===== src/rtl/bcd_pkg.sv =====
// ============================================================================
//  Module      : bcd_pkg
//  Description : Shared types, constants and helpers for the cascaded BCD
//                counter (digit type, lap display state, load clamp).
//  Revision    : 1.0 - initial release
// ============================================================================
`default_nettype none

package bcd_pkg;

  localparam logic [3:0] BCD_MAX = 4'd9;

  typedef logic [3:0] bcd_digit_t;

  // Display source: live count or the captured lap value
  typedef enum logic [0:0] {
    LIVE = 1'b0,
    HELD = 1'b1
  } lap_state_t;

  // Loaded nibbles above 9 saturate to 9 so a digit never leaves BCD range
  function automatic bcd_digit_t bcd_clamp(input logic [3:0] v);
    return (v > BCD_MAX) ? BCD_MAX : v;
  endfunction

endpackage

`default_nettype wire


===== src/rtl/bcd_digit.sv =====
// ============================================================================
//  Module      : bcd_digit
//  Description : One BCD digit cell. Steps up (9 -> 0) or down (0 -> 9) when
//                step is high, parallel-loads a clamped nibble on load, and
//                flags 9 / 0 for the carry/borrow chain.
//  Revision    : 1.0 - initial release
// ============================================================================
`default_nettype none

module bcd_digit
  import bcd_pkg::*;
(
  input  logic       clk,
  input  logic       clear_n,
  input  logic       step,
  input  logic       up_dn,
  input  logic       load,
  input  logic [3:0] ld_digit,
  output logic [3:0] digit,
  output logic       at_max,
  output logic       at_min
);

  bcd_digit_t digit_q;
  bcd_digit_t digit_d;

  assign digit  = digit_q;
  assign at_max = (digit_q == BCD_MAX);
  assign at_min = (digit_q == 4'd0);

  // Next digit value: load has priority over a step
  always_comb begin
    digit_d = digit_q;
    if (load) begin
      digit_d = bcd_clamp(ld_digit);
    end else if (step) begin
      if (up_dn) begin
        digit_d = at_max ? 4'd0 : digit_q + 4'd1;
      end else begin
        digit_d = at_min ? BCD_MAX : digit_q - 4'd1;
      end
    end
  end

  // Digit register with synchronous active-low clear
  always_ff @(posedge clk) begin
    if (!clear_n) begin
      digit_q <= 4'd0;
    end else begin
      digit_q <= digit_d;
    end
  end

endmodule

`default_nettype wire


===== src/rtl/bcd_chain_counter.sv =====
// ============================================================================
//  Module      : bcd_chain_counter
//  Description : DIGITS-digit cascaded BCD up/down counter with a prescaler,
//                parallel load, wrap flag and optional lap-hold display.
//                Optional feature macro: BCD_CHAIN_COUNTER_LAP_EN
//                (defined: lap hold register + LIVE/HELD state machine;
//                 undefined: disp is wired straight to count).
//  Revision    : 1.0 - initial release
// ============================================================================
`default_nettype none

module bcd_chain_counter
  import bcd_pkg::*;
#(
  parameter int DIGITS   = 4,
  parameter int TICK_DIV = 1000
) (
  input  logic                clk,
  input  logic                clear_n,
  input  logic                en,
  input  logic                up_dn,
  input  logic                load,
  input  logic [4*DIGITS-1:0] load_val,
  input  logic                lap,
  output logic [4*DIGITS-1:0] count,
  output logic [4*DIGITS-1:0] disp,
  output logic                tick,
  output logic                wrap
);

  localparam int               PRE_W    = (TICK_DIV > 1) ? $clog2(TICK_DIV) : 1;
  localparam logic [PRE_W-1:0] PRE_LAST = PRE_W'(TICK_DIV - 1);

  logic [PRE_W-1:0]  pre_q;
  logic [PRE_W-1:0]  pre_d;
  logic              tick_q;
  logic              wrap_q;
  logic              w_pre_hit;
  logic              w_step;
  logic [DIGITS:0]   w_chain;
  logic [DIGITS-1:0] w_at_max;
  logic [DIGITS-1:0] w_at_min;

  // A step coincident with load is discarded rather than deferred
  assign w_pre_hit = (pre_q == PRE_LAST);
  assign w_step    = en & w_pre_hit & ~load;

  // Prescaler: free-runs while enabled, holds when paused, restarts on load
  always_comb begin
    pre_d = pre_q;
    if (load) begin
      pre_d = '0;
    end else if (en) begin
      pre_d = w_pre_hit ? '0 : pre_q + 1'b1;
    end
  end

  // Prescaler and step/wrap pulse registers
  always_ff @(posedge clk) begin
    if (!clear_n) begin
      pre_q  <= '0;
      tick_q <= 1'b0;
      wrap_q <= 1'b0;
    end else begin
      pre_q  <= pre_d;
      tick_q <= w_step;
      wrap_q <= w_chain[DIGITS];
    end
  end

  assign tick = tick_q;
  assign wrap = wrap_q;

  // Ripple enable: a digit steps only when every lower digit is at its
  // rollover value for the current direction; the last link is the wrap.
  assign w_chain[0] = w_step;

  for (genvar g = 0; g < DIGITS; g++) begin : g_digit
    assign w_chain[g+1] = w_chain[g] & (up_dn ? w_at_max[g] : w_at_min[g]);

    bcd_digit u_digit (
      .clk      (clk),
      .clear_n  (clear_n),
      .step     (w_chain[g]),
      .up_dn    (up_dn),
      .load     (load),
      .ld_digit (load_val[4*g +: 4]),
      .digit    (count[4*g +: 4]),
      .at_max   (w_at_max[g]),
      .at_min   (w_at_min[g])
    );
  end

`ifdef BCD_CHAIN_COUNTER_LAP_EN
  lap_state_t          lap_q;
  lap_state_t          lap_d;
  logic [4*DIGITS-1:0] hold_q;
  logic [4*DIGITS-1:0] hold_d;

  // Lap next state: load forces LIVE; lap toggles, capturing on entry to HELD
  always_comb begin
    lap_d  = lap_q;
    hold_d = hold_q;
    if (load) begin
      lap_d = LIVE;
    end else if (lap) begin
      if (lap_q == LIVE) begin
        lap_d  = HELD;
        hold_d = count;
      end else begin
        lap_d = LIVE;
      end
    end
  end

  // Lap state and hold register
  always_ff @(posedge clk) begin
    if (!clear_n) begin
      lap_q  <= LIVE;
      hold_q <= '0;
    end else begin
      lap_q  <= lap_d;
      hold_q <= hold_d;
    end
  end

  assign disp = (lap_q == HELD) ? hold_q : count;
`else
  logic w_unused_lap;
  assign w_unused_lap = lap;
  assign disp         = count;
`endif

endmodule

`default_nettype wire


===== config.mk =====
export PLATFORM = sky130hd
export DESIGN_NAME = bcd_chain_counter
export DESIGN_NICKNAME = d
export VERILOG_FILES = /design/src/rtl/bcd_pkg.sv /design/src/rtl/bcd_digit.sv /design/src/rtl/bcd_chain_counter.sv
export SDC_FILE = /design/constraint.sdc
export NUM_CORES = 1
export LEC_CHECK = 0
export CORE_ASPECT_RATIO = 0.6
export CORE_MARGIN = 5
export CORE_UTILIZATION = 28
export CTS_BUF_LIST = sky130_fd_sc_hd__clkbuf_4
export DETAILED_ROUTE_END_ITERATION = 8
export GPL_ROUTABILITY_DRIVEN = 1
export HOLD_SLACK_MARGIN = 0.1
export PLACE_DENSITY_LB_ADDON = 0.08
export SYNTH_ARGS = -nofsm -noshare
export SYNTH_HDL_FRONTEND = slang
export SYNTH_SLANG_ARGS = --single-unit
export TNS_END_PERCENT = 30

===== constraint.sdc =====
create_clock -name clk -period 6.1 [get_ports clk]
set_input_delay 1.22 -clock clk [delete_from_list [all_inputs] [get_ports clk]]
set_output_delay 1.22 -clock clk [all_outputs]
set_load 0.05 [all_outputs]

Word level (Yosys, flattened, before mapping)
Cells that the tools add are included.

Bits in registers: 28. Bits in latches: 0. Bits in writable memories: 0. Bits in read-only memories: 0. Input port bits: 22. Output and inout port bits: 34. Memories kept: 0.

Add/sub/neg operators: 9. $mul: 0. Div/mod/pow operators: 0. Order comparisons: 4. Eq/ne operators: 5. Shift-type cells: 0. Muxes and demuxes: 29. Bitwise operators: 8. Reduce and logical (&&, ||, !) cells: 9.

Operators with widths (number): $mux 4 (24); $add 4x1->4 const B (4); $eq 4x4->1 const B (4); $gt 4x4->1 const B (4); $logic_not 4->1 (4); $sub 4x1->4 const B (4); $add 10x1->10 const B (1); $eq 10x10->1 const B (1); $mux 10 (1); $reduce_bool 2->1 (4); $and 1x1->1 (6); $mux 1 (4); $not 1->1 (2); $reduce_or 2->1 (1).

Depth between registers and ports, before layout
Gate-level depths: netlist of run 1.

Word-level depth: 8. Mapped depth: 8. Mapped depth without buffers: 6.

Hierarchy
From an unflattened synthesis of run 1, not the netlist that was laid out.

Cells, all modules: 273. Area total of the unflattened synthesis: 2194.6 µm².

By module, submodules not included: bcd_digit (times used 4, cells an instance 47, area an instance 367.9 µm²); bcd_chain_counter (times used 1, cells an instance 85, area an instance 723.2 µm²).

Least setup slack after synthesis of run 1
No wires, ideal clock.

Path kind: input to register. From: input up_dn. To: register g_digit[3].u_digit.digit_q[1]. Library setup time: 0.122 ns. Data arrival time: 2.682 ns. Data required time: 5.978 ns. Path slack: 3.297 ns. Stages: 7. Path buffers: 2. Path through: buf_6 -> nor3_1 -> o2111ai_1 -> or3_1 -> buf_2 -> o311a_1 -> a221o_1.

Longest elaborated chain between the ends: 5. Elaborated cells between the ends (all ways): 10.

Ends and longest elaborated chain: start, declared (RTL line bcd_chain_counter.sv:21) `input logic up_dn,`; $mux 1 (RTL line bcd_chain_counter.sv:79) `assign w_chain[g+1] = w_chain[g] & (up_dn ? w_at_max[g] : w_at_min[g]);`; $and 1x1->1 (3 in series) (RTL line bcd_chain_counter.sv:79); $reduce_bool 2->1 (no source line); end signal, assigned (RTL line bcd_digit.sv:50) `digit_q <= digit_d;`; end, declared (RTL line bcd_digit.sv:24) `bcd_digit_t digit_q;`.

Parallel ways exist; a longest one is shown, timed or not. The select of a mux whose other input is x is not followed. A chain may end at the register's enable or synchronous reset.

Final worst setup path of run 1
From: input load. To: register wrap_q (netlist: wrap).

Longest elaborated chain between the ends: 6.

Ends and longest elaborated chain: start, declared (RTL line bcd_chain_counter.sv:22) `input logic load,`; $not 1->1 (RTL line bcd_chain_counter.sv:46) `assign w_step = en & w_pre_hit & ~load;`; $and 1x1->1 (RTL line bcd_chain_counter.sv:46); $and 1x1->1 (4 in series) (RTL line bcd_chain_counter.sv:79); end signal, assigned (RTL line bcd_chain_counter.sv:67) `wrap_q <= w_chain[DIGITS];`; end, declared (RTL line bcd_chain_counter.sv:37) `logic wrap_q;`.

No other way between the ends.

==> reports/metrics.yaml, run 1 <==
crit_buf_inv: 2
total_power_divided_by_cell_area_nw_per_um2: 172
grt_max_degree: 37
placement_rows: 24
placement.io_buffers: 54
buffer_type_at_the_clock_tree_root: "clkbuf_4"
synth.area.top_cells: "dfxtp_1, buf_4, o21ai_0"
tritoncts.num_buffers: 3
drive_gt1_share_pct: 4.76
insertedDiodeCount: 0
grt-busiest-layer: "met1"
synth_largest_type_area_fraction_pct: 27.6
post-cts-setup-buffer-count: 0
detail_route.first_pass.iterations: 4
worst-endpoint-arrival_ns: 3.50
drcViolationCount: 0
core_region_area_sq_um: 7180
min_period_ns: 3.26
vias_per_cell: 5.00
crit_path_cell_trace: "clkdlybuf4s50_1, inv_1, nand2_1, or4_1, nor3_1"
synthesis.area_sq_um: 2030
globalplace.congestion: 0.777
ys_async_sr_fraction_pct: 0
report.final.setup_viol: 0
die_width_um: 120
design.portCount: 56
synth_top_flop_cell: "dfxtp_1"
rsz0062_at_grt: "no"
cts.sink_count: 28
finalWirelength_um: 5630
met1_usage_pct: 19.9
synth_seq_cells: 28
wl_per_cell_um: 14.6
final_nets: 319
first_global_vias: 1781
cts_max_path_buffers: 2
status: "completed"
netlist_instances: 273
cts_tree: "built"
fp.dieH_um: 76.0
clkLatencyLatePin_ns: 0.34
postCtsHoldBufs: 0
detailed_place_hpwl_um: 4130
maxSlewHeadroom_pct: 51.7
yosysTopAreaCell: "dfxtp_1"
path_class: "in -> reg"
overflow: 0
synth_warnings: 0
ctsHtreeMaxLevel: 1
initial_utilization_pct: 28.3
dr_total_vias: 1926
finalHoldWorstSlack_ns: 0.545
synth_edf_count: 0
clkTransAtPathRegs_ns: 0.16
skew_ns: 0.0130
grt_first_pass_wirelength_um: 9470
crit_path_start_kind: "input pin"
vdd_ir_drop_max_uv: 78.0
critical_path.max_fanout: 15
timing.max_cap.violations: 0
critPathTopFamily: "buffers and inverters"
finalCritPeriodShare_pct: 53.5
grtUsageMet3_pct: 2.67
fmaxAchievable_mhz: 306
max_stage_delay_ns: 0.66
min-delay-path-class: "reg -> reg"
sum_of_negative_setup_slack_ns: 0
gr-usage-met2_pct: 17.1
drv_slew: 0
grtUsageTotal_pct: 12.5
end_kind: "flop"
synth_sequential_area_ratio_pct: 27.6
cts_resized: 0
initial_antenna_violation_count: 0
route.antenna.remaining_nets: 0
leakagePower_uw: 0.000854
timing.critical_path.slowest_stage_cell: "clkdlybuf4s50_1"
synth_fp_nets: 296
worstPathRequired_ns: 6.34
timing.final.hold_violations: 0
postSynthAreaPerCell_sq_um: 7.45
layout-area-overhead-vs-synth_pct: 23.0
synth_cell_type_count: 56
dieArea_sq_um: 9130
worst-slew-pin-transition_ns: 0.718
first_iter_violations: 124
[power breakdown]
part	internal (uW)	switching (uW)
combinational	55.3	85.7
sequential	190	18.7
clock	23.2	57.2
total	268	162
[layout make-up]
type                       instances  area [sq um]
clock buffer                       3          22.5
sequential                        28           561
tap                               91           114
inverter                           6          22.5
multi-input combinational        202          1230
timing repair buffer              55           548
fill                             786          4670
[registers in the layout, summed over array words and instances (netlist names)]
signal	count
pre_q	10
g_digit.u_digit.digit	16
tick	1
wrap	1
[per-layer routing]
layer	up-vias	wire [um]	part of all wire [%]
li1	1009	-	-
met1	860	3090	55
met2	55	2170	39
met3	2	343	6.1
met4	0	27	0.48
met5	-	0	0
[worst min-delay path, stage by stage, from the launching register on]
cell,delay (ns)
dfxtp_1,0.38
xnor2_1,0.07
nor2_1,0.07
[cells in the final DEF, fill, tap and decap left out, types with 3 or more instances in the layout]
master	Yosys	layout
nor2_1	31	31
xnor2_1	10	10
and3_1	6	6
nor3_1	6	6
nand3b_1	5	5
nand4b_1	3	3
a31oi_1	5	5
dfxtp_1	28	28
nor2b_1	3	3
inv_1	6	6
nand2_1	20	20
or2_2	3	3
clkbuf_4	0	3
clkdlybuf4s50_1	0	54
and2_1	4	4
xor2_1	6	6
o21a_1	5	5
o31ai_1	4	4
nand3_1	8	8
a21oi_1	13	13
o21ai_0	24	24
nor4_1	4	4
o22ai_1	4	4
[path summary, 6_finish.rpt]
path	start	to	slack (ns)	cells past startpoint
worst min register to register	pre_q[8]	pre_q[8]	0.54	2
worst min-delay path	pre_q[8]	pre_q[8]	0.54	2
worst max register to register	pre_q[0]	g_digit[3].u_digit.digit[3]	3.71	6
worst max-delay path	load	wrap	2.84	5
[cell usage after synthesis (all sizes together), types with 4 or more instances]
| library cell | count |
|---|---|
| o21a | 5 |
| clkbuf | 13 |
| a21oi | 13 |
| buf | 24 |
| o21ai | 24 |
| nand3b | 5 |
| dfxtp | 28 |
| o22ai | 4 |
| and2 | 4 |
| o31ai | 4 |
| nor2 | 32 |
| nand3 | 9 |
| xnor2 | 10 |
| nand2 | 20 |
| nor3 | 7 |
| a31oi | 5 |
| inv | 6 |
| nor4 | 4 |
| and3 | 6 |
| xor2 | 6 |
[through the flow]
| step | total power, uW | instances | instance area (sq um) | setup slack (ns) | utilization (%) |
|---|---|---|---|---|---|
| floorplan | 312 | 273 | 2030 | 3.30 | - |
| global placement | 354 | 382 | 2480 | 2.44 | 34.6 |
| detailed placement | 354 | 382 | 2480 | 2.48 | 34.6 |
| CTS | 438 | 385 | 2500 | 2.84 | 34.9 |
| global route | 459 | 385 | 2500 | 2.71 | 34.9 |
| finish | 430 | 385 | 2500 | 2.84 | 34.9 |
[kinds of logic (layout without fill, tap and decap cells)]
group                    count (synthesis)  in the layout  synth area share, %
adder cells (fa/ha/maj)                  1              1                0.615
AO/OA/AOI/OAI                           75             75                 23.9
buffers and inverters                   43             64                 11.7
multiplexers                             2              2                0.984
flip-flops                              28             28                 27.6
XOR/XNOR                                16             16                 6.89
AND/OR/NAND/NOR                        108            108                 28.4
Power figures use the tool's default switching activity.
==> run 2, diff against run 1 <==
clock period = 2.93 ns   (was 6.1 ns; I/O delays follow)
==> run 2 against run 1 <==
Non-clock buffer count up 13. Largest cell class unchanged. Highest routed layer unchanged. Power up 110%. Setup slack worse by 2.3 ns. First-iteration DRC count down 26%. Largest power group unchanged.
==> reports/metrics.yaml, run 2 (same netlist as run 1, synthesis figures left out) <==
status: "completed"
dr_total_vias: 1982  # +2.9%
min_period_ns: 2.41
route.antenna.remaining_nets: 0  # unchanged
worst-endpoint-arrival_ns: 1.82  # -1.68 ns
grt_first_pass_wirelength_um: 9770  # +3.1%
detailed_place_hpwl_um: 4360  # +5.6%
final_nets: 332  # +4.1%
rsz0062_at_grt: "no"
vias_per_cell: 4.98  # -0.45%
buffer_type_at_the_clock_tree_root: "clkbuf_4"
layout-area-overhead-vs-synth_pct: 27.8
worstPathRequired_ns: 2.34  # -4.00 ns
tritoncts.num_buffers: 3  # unchanged
drcViolationCount: 0  # unchanged
initial_antenna_violation_count: 0  # unchanged
cts_max_path_buffers: 2  # unchanged
fmaxAchievable_mhz: 415
timing.rr.end: "g_digit[3].u_digit.digit[1]"
first_global_vias: 1890  # +6.1%
layout_commonest_cell: "clkdlybuf4s50_1"
total_power_divided_by_cell_area_nw_per_um2: 351  # +100%
finalCritPeriodShare_pct: 82.2
post-cts-setup-buffer-count: 0  # unchanged
drive_gt1_share_pct: 8.79  # +4.0 points
pre_cts_ws_ns: 0.256  # -2.23 ns
leakagePower_uw: 0.000916  # +7.2%
r2r_setup_slack_ns: 0.86  # -2.85 ns
drv_slew: 0  # unchanged
timing.max_cap.violations: 0  # unchanged
crit_buf_inv: 1  # -1
critical_path.max_fanout: 12  # -3
clkLatencyLatePin_ns: 0.34  # about the same
dieArea_sq_um: 9130  # unchanged
ctsHtreeMaxLevel: 1  # unchanged
maxSlewHeadroom_pct: 65.0  # +13 points
report.final.setup_viol: 0  # unchanged
core_region_area_sq_um: 7180  # unchanged
crit_path_start_kind: "flop"
placement_rows: 24  # unchanged
crit_path_cell_trace: "clkdlybuf4s50_1"
max_stage_delay_ns: 0.88  # +0.22 ns
end_kind: "primary output"
design.portCount: 56  # unchanged
hold_path_end: "pre_q[9]"
grt_max_degree: 18  # -51%
clkTransAtPathRegs_ns: 0.17  # about the same
postCtsHoldBufs: 0  # unchanged
number_of_flip_flops_in_the_largest_register: 16  # unchanged
vdd_ir_drop_max_uv: 147  # +89%
critPathTopFamily: "buffers and inverters"
first_iter_violations: 92  # -26%
layout.cells.most_common_list: "clkdlybuf4s50_1, nor2_1, dfxtp_1"
timing.rr.start: "pre_q[0]"
skew_ns: 0.00686  # -0.00609 ns
final_core_util_pct: 36.2  # +1.4 points
worst-slew-pin-transition_ns: 0.523  # -0.195 ns
finalWorstSetupSlack_ns: 0.521  # -2.31 ns
grtUsageTotal_pct: 13.0  # +0.54 points
overflow: 0  # unchanged
timing.final.hold_violations: 0  # unchanged
globalplace.congestion: 0.790  # +1.6%
detail_route.first_pass.iterations: 4  # unchanged
min-delay-start: "pre_q[9]"
cts_resized: 0  # unchanged
insertedDiodeCount: 0  # unchanged
initial_utilization_pct: 28.3  # unchanged
path_class: "reg -> out"
finalWirelength_um: 5800  # +2.9%
min-delay-path-class: "reg -> reg"
die_width_um: 120  # unchanged
cts.sink_count: 28  # unchanged
placement.io_buffers: 54  # unchanged
sum_of_negative_setup_slack_ns: 0  # unchanged
totalPowerFinal_uw: 913  # +110%
fp.dieH_um: 76.0  # unchanged
reg2reg_path_depth: 6  # unchanged
hold_path_depth: 2  # unchanged
cts_tree: "built"
timing.critical_path.slowest_stage_cell: "clkdlybuf4s50_1"
wl_per_cell_um: 14.6  # -0.47%
[run 2: metrics by stage]
step	hold WS, ns	instances	area, sq um
final	0.544	398	2600
after global routing	0.592	398	2600
after CTS	0.545	398	2600
after detailed placement	0.499	395	2580
after global placement	0.498	395	2580
after floorplan	0.472	273	2030
[run 2: metal layers]
layer / up-vias / part of all wire (%) / track usage, %
met3: 4 / 3.8 / 2.82
met2: 37 / 37 / 17.6
met1: 903 / 58 / 20.8
met4: 0 / 0.90 / 2.17
met5: - / 0 / 0
li1: 1038 / - / -
[run 2: area by class of cell]
| class | instances | area (sq um) |
|---|---|---|
| fillers | 782 | 4580 |
| multi-input cells | 202 | 1230 |
| repair buffers | 68 | 646 |
| flip-flops and latches | 28 | 561 |
| well taps | 91 | 114 |
| clock buffers | 3 | 22.5 |
| inverters | 6 | 22.5 |
[run 2: how the worst max path moves through the flow]
stage	start	endpoint	cells past startpoint
2_1_floorplan	g_digit[1].u_digit.digit[0]	g_digit[3].u_digit.digit[1]	7
3_3_place_gp	up_dn	g_digit[3].u_digit.digit[1]	6
3_5_place_dp	up_dn	g_digit[3].u_digit.digit[1]	6
4_1_cts	g_digit[1].u_digit.digit[0]	count[4]	1
5_1_grt	up_dn	g_digit[3].u_digit.digit[2]	8
6_report	g_digit[1].u_digit.digit[0]	count[4]	1
[run 2: power breakdown]
group,switching [uW],internal [uW]
logic,184,125
clock network,125,48.4
registers,35.0,395
